## src/rtl/vga_pkg.sv

```systemverilog
// rtl/vga_pkg.sv - shared constants and types for the VGA frame reader
package vga_pkg;

   localparam int SRC_W  = 320;
   localparam int SRC_H  = 240;
   localparam int ADDR_W = 17;

   typedef logic [11:0] rgb444_t;

   localparam rgb444_t BBOX_COLOR = 12'hF00;

endpackage

```

## src/rtl/vga_addr_gen.sv

```systemverilog
// rtl/vga_addr_gen.sv - source address counters for the 2x upscaled frame scan
// Source coordinate outputs exist only with VGA_FRAME_READER_BBOX_EN
module vga_addr_gen #(
   parameter int SRC_W  = vga_pkg::SRC_W,
   parameter int SRC_H  = vga_pkg::SRC_H,
   parameter int ADDR_W = vga_pkg::ADDR_W
) (
   input  logic                       clk,
   input  logic                       rst_n,
   input  logic                       pre3,
   input  logic                       vsync,
   output logic [ADDR_W-1:0]          addr
`ifdef VGA_FRAME_READER_BBOX_EN
   ,
   output logic [$clog2(SRC_W)-1:0]   src_x,
   output logic [$clog2(SRC_H)-1:0]   src_y
`endif
);

   localparam int XW = $clog2(SRC_W);
   localparam logic [XW-1:0]     X_MAX   = XW'(SRC_W - 1);
   localparam logic [ADDR_W-1:0] LB_MAX  = ADDR_W'((SRC_H - 1) * SRC_W);
   localparam logic [ADDR_W-1:0] LB_STEP = ADDR_W'(SRC_W);

   logic              pre3_d_q, pre3_d_d;
   logic              x_sub_q, x_sub_d;
   logic              y_sub_q, y_sub_d;
   logic [XW-1:0]     src_x_q, src_x_d;
   logic [ADDR_W-1:0] line_base_q, line_base_d;

   // vsync wins over both the per-pixel step and the end-of-line step
   always_comb begin
      pre3_d_d    = pre3;
      x_sub_d     = x_sub_q;
      y_sub_d     = y_sub_q;
      src_x_d     = src_x_q;
      line_base_d = line_base_q;
      if (vsync) begin
         x_sub_d     = 1'b0;
         y_sub_d     = 1'b0;
         src_x_d     = '0;
         line_base_d = '0;
      end else if (pre3) begin
         x_sub_d = ~x_sub_q;
         if (x_sub_q && (src_x_q != X_MAX)) src_x_d = src_x_q + 1'b1;
      end else if (pre3_d_q) begin
         x_sub_d = 1'b0;
         src_x_d = '0;
         y_sub_d = ~y_sub_q;
         if (y_sub_q && (line_base_q != LB_MAX)) line_base_d = line_base_q + LB_STEP;
      end
   end

   always_ff @(posedge clk or negedge rst_n) begin
      if (!rst_n) begin
         pre3_d_q    <= 1'b0;
         x_sub_q     <= 1'b0;
         y_sub_q     <= 1'b0;
         src_x_q     <= '0;
         line_base_q <= '0;
      end else begin
         pre3_d_q    <= pre3_d_d;
         x_sub_q     <= x_sub_d;
         y_sub_q     <= y_sub_d;
         src_x_q     <= src_x_d;
         line_base_q <= line_base_d;
      end
   end

   assign addr = line_base_q + ADDR_W'(src_x_q);

`ifdef VGA_FRAME_READER_BBOX_EN
   localparam int YW = $clog2(SRC_H);
   localparam logic [YW-1:0] Y_MAX = YW'(SRC_H - 1);

   logic [YW-1:0] src_y_q, src_y_d;

   // src_y tracks line_base / SRC_W so the overlay avoids a divider
   always_comb begin
      src_y_d = src_y_q;
      if (vsync) src_y_d = '0;
      else if (!pre3 && pre3_d_q && y_sub_q && (src_y_q != Y_MAX)) src_y_d = src_y_q + 1'b1;
   end

   always_ff @(posedge clk or negedge rst_n) begin
      if (!rst_n) src_y_q <= '0;
      else        src_y_q <= src_y_d;
   end

   assign src_x = src_x_q;
   assign src_y = src_y_q;
`endif

endmodule

```

## src/rtl/vga_frame_reader.sv

```systemverilog
// rtl/vga_frame_reader.sv - double-buffered 320x240 frame reader with 2x upscale for 640x480 VGA
// Optional bounding-box overlay: VGA_FRAME_READER_BBOX_EN
module vga_frame_reader #(
   parameter int SRC_W  = vga_pkg::SRC_W,
   parameter int SRC_H  = vga_pkg::SRC_H,
   parameter int ADDR_W = vga_pkg::ADDR_W
) (
   input  logic                       vga_clk,
   input  logic                       rst_n,
   input  logic                       vga_valid_pre3,
   input  logic                       vsync_r_pos,
   input  logic                       frame_ready,
   output logic                       fb_rd_en,
   output logic [ADDR_W-1:0]          fb_rd_addr,
   input  vga_pkg::rgb444_t           fb_rd_data,
   output logic                       fb_bank_sel,
   output logic                       frame_swap,
   output vga_pkg::rgb444_t           rgb_data
`ifdef VGA_FRAME_READER_BBOX_EN
   ,
   input  logic [$clog2(SRC_W)-1:0]   bbox_x0,
   input  logic [$clog2(SRC_W)-1:0]   bbox_x1,
   input  logic [$clog2(SRC_H)-1:0]   bbox_y0,
   input  logic [$clog2(SRC_H)-1:0]   bbox_y1,
   input  logic                       bbox_en
`endif
);

   import vga_pkg::*;

   logic              rd_en_q, rd_en_d;
   logic [ADDR_W-1:0] rd_addr_q, rd_addr_d, gen_addr;
   logic              en_p2_q, en_p2_d;
   rgb444_t           rgb_q, rgb_d;
   logic              bank_q, bank_d;
   logic              swap_q, swap_d;
   logic              pend_q, pend_d;
   logic              box_hit;

`ifdef VGA_FRAME_READER_BBOX_EN
   localparam int XW = $clog2(SRC_W);
   localparam int YW = $clog2(SRC_H);

   logic [XW-1:0] gen_x, x_p1_q, x_p2_q, bx0_q, bx1_q;
   logic [YW-1:0] gen_y, y_p1_q, y_p2_q, by0_q, by1_q;
   logic          ben_q;

   vga_addr_gen #(.SRC_W(SRC_W), .SRC_H(SRC_H), .ADDR_W(ADDR_W)) u_addr_gen (
      .clk   (vga_clk),
      .rst_n (rst_n),
      .pre3  (vga_valid_pre3),
      .vsync (vsync_r_pos),
      .addr  (gen_addr),
      .src_x (gen_x),
      .src_y (gen_y)
   );

   // Coordinates ride two stages behind the address so they meet fb_rd_data
   always_ff @(posedge vga_clk or negedge rst_n) begin
      if (!rst_n) begin
         x_p1_q <= '0;
         x_p2_q <= '0;
         y_p1_q <= '0;
         y_p2_q <= '0;
         bx0_q  <= '0;
         bx1_q  <= '0;
         by0_q  <= '0;
         by1_q  <= '0;
         ben_q  <= 1'b0;
      end else begin
         x_p1_q <= gen_x;
         x_p2_q <= x_p1_q;
         y_p1_q <= gen_y;
         y_p2_q <= y_p1_q;
         if (vsync_r_pos) begin
            bx0_q <= bbox_x0;
            bx1_q <= bbox_x1;
            by0_q <= bbox_y0;
            by1_q <= bbox_y1;
            ben_q <= bbox_en;
         end
      end
   end

   assign box_hit = en_p2_q && ben_q &&
      ((((x_p2_q == bx0_q) || (x_p2_q == bx1_q)) && (y_p2_q >= by0_q) && (y_p2_q <= by1_q)) ||
       (((y_p2_q == by0_q) || (y_p2_q == by1_q)) && (x_p2_q >= bx0_q) && (x_p2_q <= bx1_q)));
`else
   vga_addr_gen #(.SRC_W(SRC_W), .SRC_H(SRC_H), .ADDR_W(ADDR_W)) u_addr_gen (
      .clk   (vga_clk),
      .rst_n (rst_n),
      .pre3  (vga_valid_pre3),
      .vsync (vsync_r_pos),
      .addr  (gen_addr)
   );

   assign box_hit = 1'b0;
`endif

   always_comb begin
      rd_en_d   = vga_valid_pre3;
      rd_addr_d = vga_valid_pre3 ? gen_addr : rd_addr_q;
      en_p2_d   = rd_en_q;
      rgb_d     = en_p2_q ? fb_rd_data : '0;
      if (box_hit) rgb_d = BBOX_COLOR;
      bank_d = bank_q;
      swap_d = 1'b0;
      pend_d = pend_q | frame_ready;
      // A ready arriving with vsync still swaps this frame
      if (vsync_r_pos) begin
         pend_d = 1'b0;
         if (pend_q || frame_ready) begin
            bank_d = ~bank_q;
            swap_d = 1'b1;
         end
      end
   end

   always_ff @(posedge vga_clk or negedge rst_n) begin
      if (!rst_n) begin
         rd_en_q   <= 1'b0;
         rd_addr_q <= '0;
         en_p2_q   <= 1'b0;
         rgb_q     <= '0;
         bank_q    <= 1'b0;
         swap_q    <= 1'b0;
         pend_q    <= 1'b0;
      end else begin
         rd_en_q   <= rd_en_d;
         rd_addr_q <= rd_addr_d;
         en_p2_q   <= en_p2_d;
         rgb_q     <= rgb_d;
         bank_q    <= bank_d;
         swap_q    <= swap_d;
         pend_q    <= pend_d;
      end
   end

   assign fb_rd_en    = rd_en_q;
   assign fb_rd_addr  = rd_addr_q;
   assign fb_bank_sel = bank_q;
   assign frame_swap  = swap_q;
   assign rgb_data    = rgb_q;

endmodule

```

## config.mk

```make
export PLATFORM = sky130hd
export DESIGN_NAME = vga_frame_reader
export DESIGN_NICKNAME = d
export VERILOG_FILES = /design/src/rtl/vga_pkg.sv /design/src/rtl/vga_addr_gen.sv /design/src/rtl/vga_frame_reader.sv
export SDC_FILE = /design/constraint.sdc
export NUM_CORES = 1
export LEC_CHECK = 0
export BUFFER_PORTS_ARGS = -buffer_cell sky130_fd_sc_hd__buf_2
export CAP_MARGIN = 0
export CORE_MARGIN = 4
export CORE_UTILIZATION = 52
export DETAILED_ROUTE_END_ITERATION = 10
export HOLD_SLACK_MARGIN = 0.05
export PLACE_DENSITY = 0.78
export SETUP_SLACK_MARGIN = 0.2
export SLEW_MARGIN = 15
export SYNTH_ARGS = -nofsm -noshare
export SYNTH_HDL_FRONTEND = slang
export SYNTH_SLANG_ARGS = --single-unit
```

## constraint.sdc

```tcl
create_clock -name vga_clk -period 2.2 [get_ports vga_clk]
set_input_delay 0.44 -clock vga_clk [delete_from_list [all_inputs] [get_ports vga_clk]]
set_output_delay 0.44 -clock vga_clk [all_outputs]
set_load 0.1 [all_outputs]
```

==> reports/results.txt <==
Post-Syn Area -> 2670 µm²
Core area -> 4850 µm²
Number of enable flip-flop cells after synthesis -> 0
Root buffer cell -> clkbuf_8
Tmin final -> 1.90 ns
Row cnt -> 25
Clock skew -> 0.00945 ns
Layout cells sized above 1 -> 28.2%
Skew-Pair Late Insertion Delay -> 0.31 ns
Die ar. -> 6330 µm²
Global Route met3 Usage -> 4.63%
GR Util All Layers -> 18.3%
GRT overflow -> 0
Dpl ws -> 0.324 ns
Sum Neg Setup Slack -> 0 ns
Area leader, netlist -> dfrtp_1
Clock sink count -> 56
Vias per cell -> 5.54
Sw power -> 0.000723 W
Routed vias -> 1962
Synthesized instance count -> 239
Commonest cells after routing, fill and taps aside -> dfrtp_1, buf_2, nor2_1, a21oi_1, and2_1
Worst EP arrival -> 2.12 ns
Fill cell count -> 410
Number of global-route vias before repair -> 1900
Area contributors post-synth -> dfrtp_1, mux2_2, and2_1
DRT Pass-1 Iters -> 4
Worst relative slew slack -> 66.9%
Hold Crit Class -> primary input to async pin
Syn Nets -> 261
Most common cell after layout, fill and taps aside -> dfrtp_1
Met1 GRT Util -> 26.0%
Synth warn -> 0
IO buf count -> 48
P_int -> 0.00138 W
Worst-Margin Slew -> 0.496 ns
Combinational power share -> 19.7%
Total wire length -> 5250 µm
Area Overhead vs Synth -> 14.8%
Fin area -> 3060 µm²
Clk pin slew, worst setup/hold paths -> 0.11 ns
Die Width -> 79.6 µm
Critical Path RT -> 2.41 ns
Synth unique cells -> 55
Sw frac -> 34.4%
CTS tree -> yes
CTS Buffer Depth -> 2
Final worst-path setup slack -> 0.298 ns
Endpoints failing setup -> 0
Sequential share of the synthesized area -> 52.6%
Maximum capacitance violations -> 0
Share of the synthesized area in the top cell type -> 52.6%
Drt first-iter violations -> 94
Clock network fraction of total power -> 28.1%
Layer carrying the most global-route usage -> met2
Maximum clock frequency -> 0.526 GHz
Initial antenna violation count -> 0
Total power -> 0.00210 W
Detailed placement HPWL -> 3830 µm
Nets@finish -> 308
Initial Utilization -> 55.0%
Maximum vdd drop -> 0.000575 V
Worst setup SP type -> flop
Post-CTS setup buffer count -> 0
Final Hold Vio Count -> 0
Crit end category -> flop
Seq cells post-synth -> 56
Leakage power -> 1.47 nW
Sequential share of power -> 52.2%
DRT antenna net count -> 0
GP Congestion -> 0.893
Status -> complete, no violations
Number of diodes -> 0
Final period utilization -> 86.5%
Util after Layout -> 63.1%
Kind of critical path -> flop to flop
DRC viols -> 0
First-pass GRT wire length -> 9150 µm
Max Slew Vio Count -> 0
Crit Path Max Fanout -> 6
Power density over the cells -> 687 nW/µm²
TritonCTS buffer count -> 5
RSZ-0062 raised after global routing -> false
Htree depth -> 2
Placed Area -> 2970 µm²
Main flop type after synthesis -> dfrtp_1
# IOs -> 49
Global Route met2 Usage -> 28.0%
Synth async-reset ratio -> 100%
Largest net degree at the start of global routing -> 24
Syn_area_per_cell -> 11.2 µm²
Die Y -> 79.6 µm
Routed len/inst -> 14.8 µm
power by group through the flow:
stage / clock, W / sequential [W] / combinational (W)
6_report: 0.000591 / 0.00110 / 0.000413
5_1_grt: 0.000648 / 0.00111 / 0.000435
4_1_cts: 0.000601 / 0.00110 / 0.000418
3_5_place_dp: 0 / 0.00112 / 0.000418
3_3_place_gp: 0 / 0.00112 / 0.000413
2_1_floorplan: 0 / 0.00137 / 0.0000751
cells by family (layout without fill, tap and decap cells):
kind of cell             Yosys count  after routing  synth area share [%]
AO/OA/AOI/OAI                     51             51                  12.0
AND/OR/NAND/NOR                   85             85                  20.0
multiplexers                      13             13                  5.54
flip-flops                        56             56                  52.6
buffers and inverters             15             63                  2.96
adder cells (fa/ha/maj)            5              5                  2.35
XOR/XNOR                          14             14                  4.60
repair_timing:
action	4_1_cts	5_1_grt
hold buffers	0	0
resized for setup	0	1
setup endpoints to repair	0	1
Yosys cell counts (3+ instances only):
cell / number
inv_1: 3
buf_4: 3
buf_2: 3
o211ai_1: 4
ha_1: 5
and2_1: 14
dfrtp_1: 56
a211oi_1: 3
xnor2_1: 9
nor3_1: 4
nand2_1: 8
mux2_2: 10
xor2_1: 5
and3_1: 3
nand3_1: 6
o21ai_0: 10
clkbuf_1: 3
a21oi_1: 17
or3_1: 5
nor2b_1: 3
nor2_1: 22
flip-flops by register name, indices dropped and copies added, names as in the netlist, 9 cells and up:
signal                  cells
rgb_data                   12
u_addr_gen.line_base_q     11
u_addr_gen.src_x_q          9
fb_rd_addr                 17
through the flow:
step,cells,hold WS (ns)
final,354,0.0736
after global routing,354,0.107
after CTS,354,0.0890
after detailed placement,346,0.435
after global placement,346,0.436
after floorplan,239,0.144
cell type report:
type / count / area, µm² / share of cell area [%]
clock buffer: 5 / 68.8 / 2.25
clock inverter: 3 / 26.3 / 0.859
sequential: 56 / 1400 / 45.8
multi-input combinational: 168 / 1180 / 38.7
timing repair buffer: 52 / 283 / 9.24
tap: 67 / 83.8 / 2.74
inverter: 3 / 11.3 / 0.368
worst max-delay path, cell delays in order (launching register included):
cell and delay (ns):
dfrtp_1 0.46, ha_1 0.38, a21oi_1 0.33, a21oi_1 0.20, and4b_1 0.22, a211o_1 0.21
path summary, 6_finish.rpt:
kind / start / endpoint / slack (ns) / depth (start not counted)
setup reg to reg: u_addr_gen.line_base_q[8]$_DFFE_PN0P_ / fb_rd_addr[16]$_DFFE_PN0P_ / 0.30 / 5
hold / removal: rst_n / fb_rd_addr[16]$_DFFE_PN0P_ / 0.07 / 1
hold reg to reg: fb_bank_sel$_DFFE_PN0P_ / fb_bank_sel$_DFFE_PN0P_ / 0.47 / 1
min in group vga_clk: fb_rd_data[3] / rgb_data[3]$_DFF_PN0_ / 0.33 / 2
setup / recovery: u_addr_gen.line_base_q[8]$_DFFE_PN0P_ / fb_rd_addr[16]$_DFFE_PN0P_ / 0.30 / 5
max in group asynchronous: rst_n / u_addr_gen.line_base_q[11]$_DFFE_PN0P_ / 1.55 / 2
per-layer routing:
metal	vias to the layer above	part of all wire, %
met2	59	48
li1	949	-
met1	949	45
met5	-	0
met3	5	6.4
met4	0	0.78
Power figures use the tool's default switching activity.
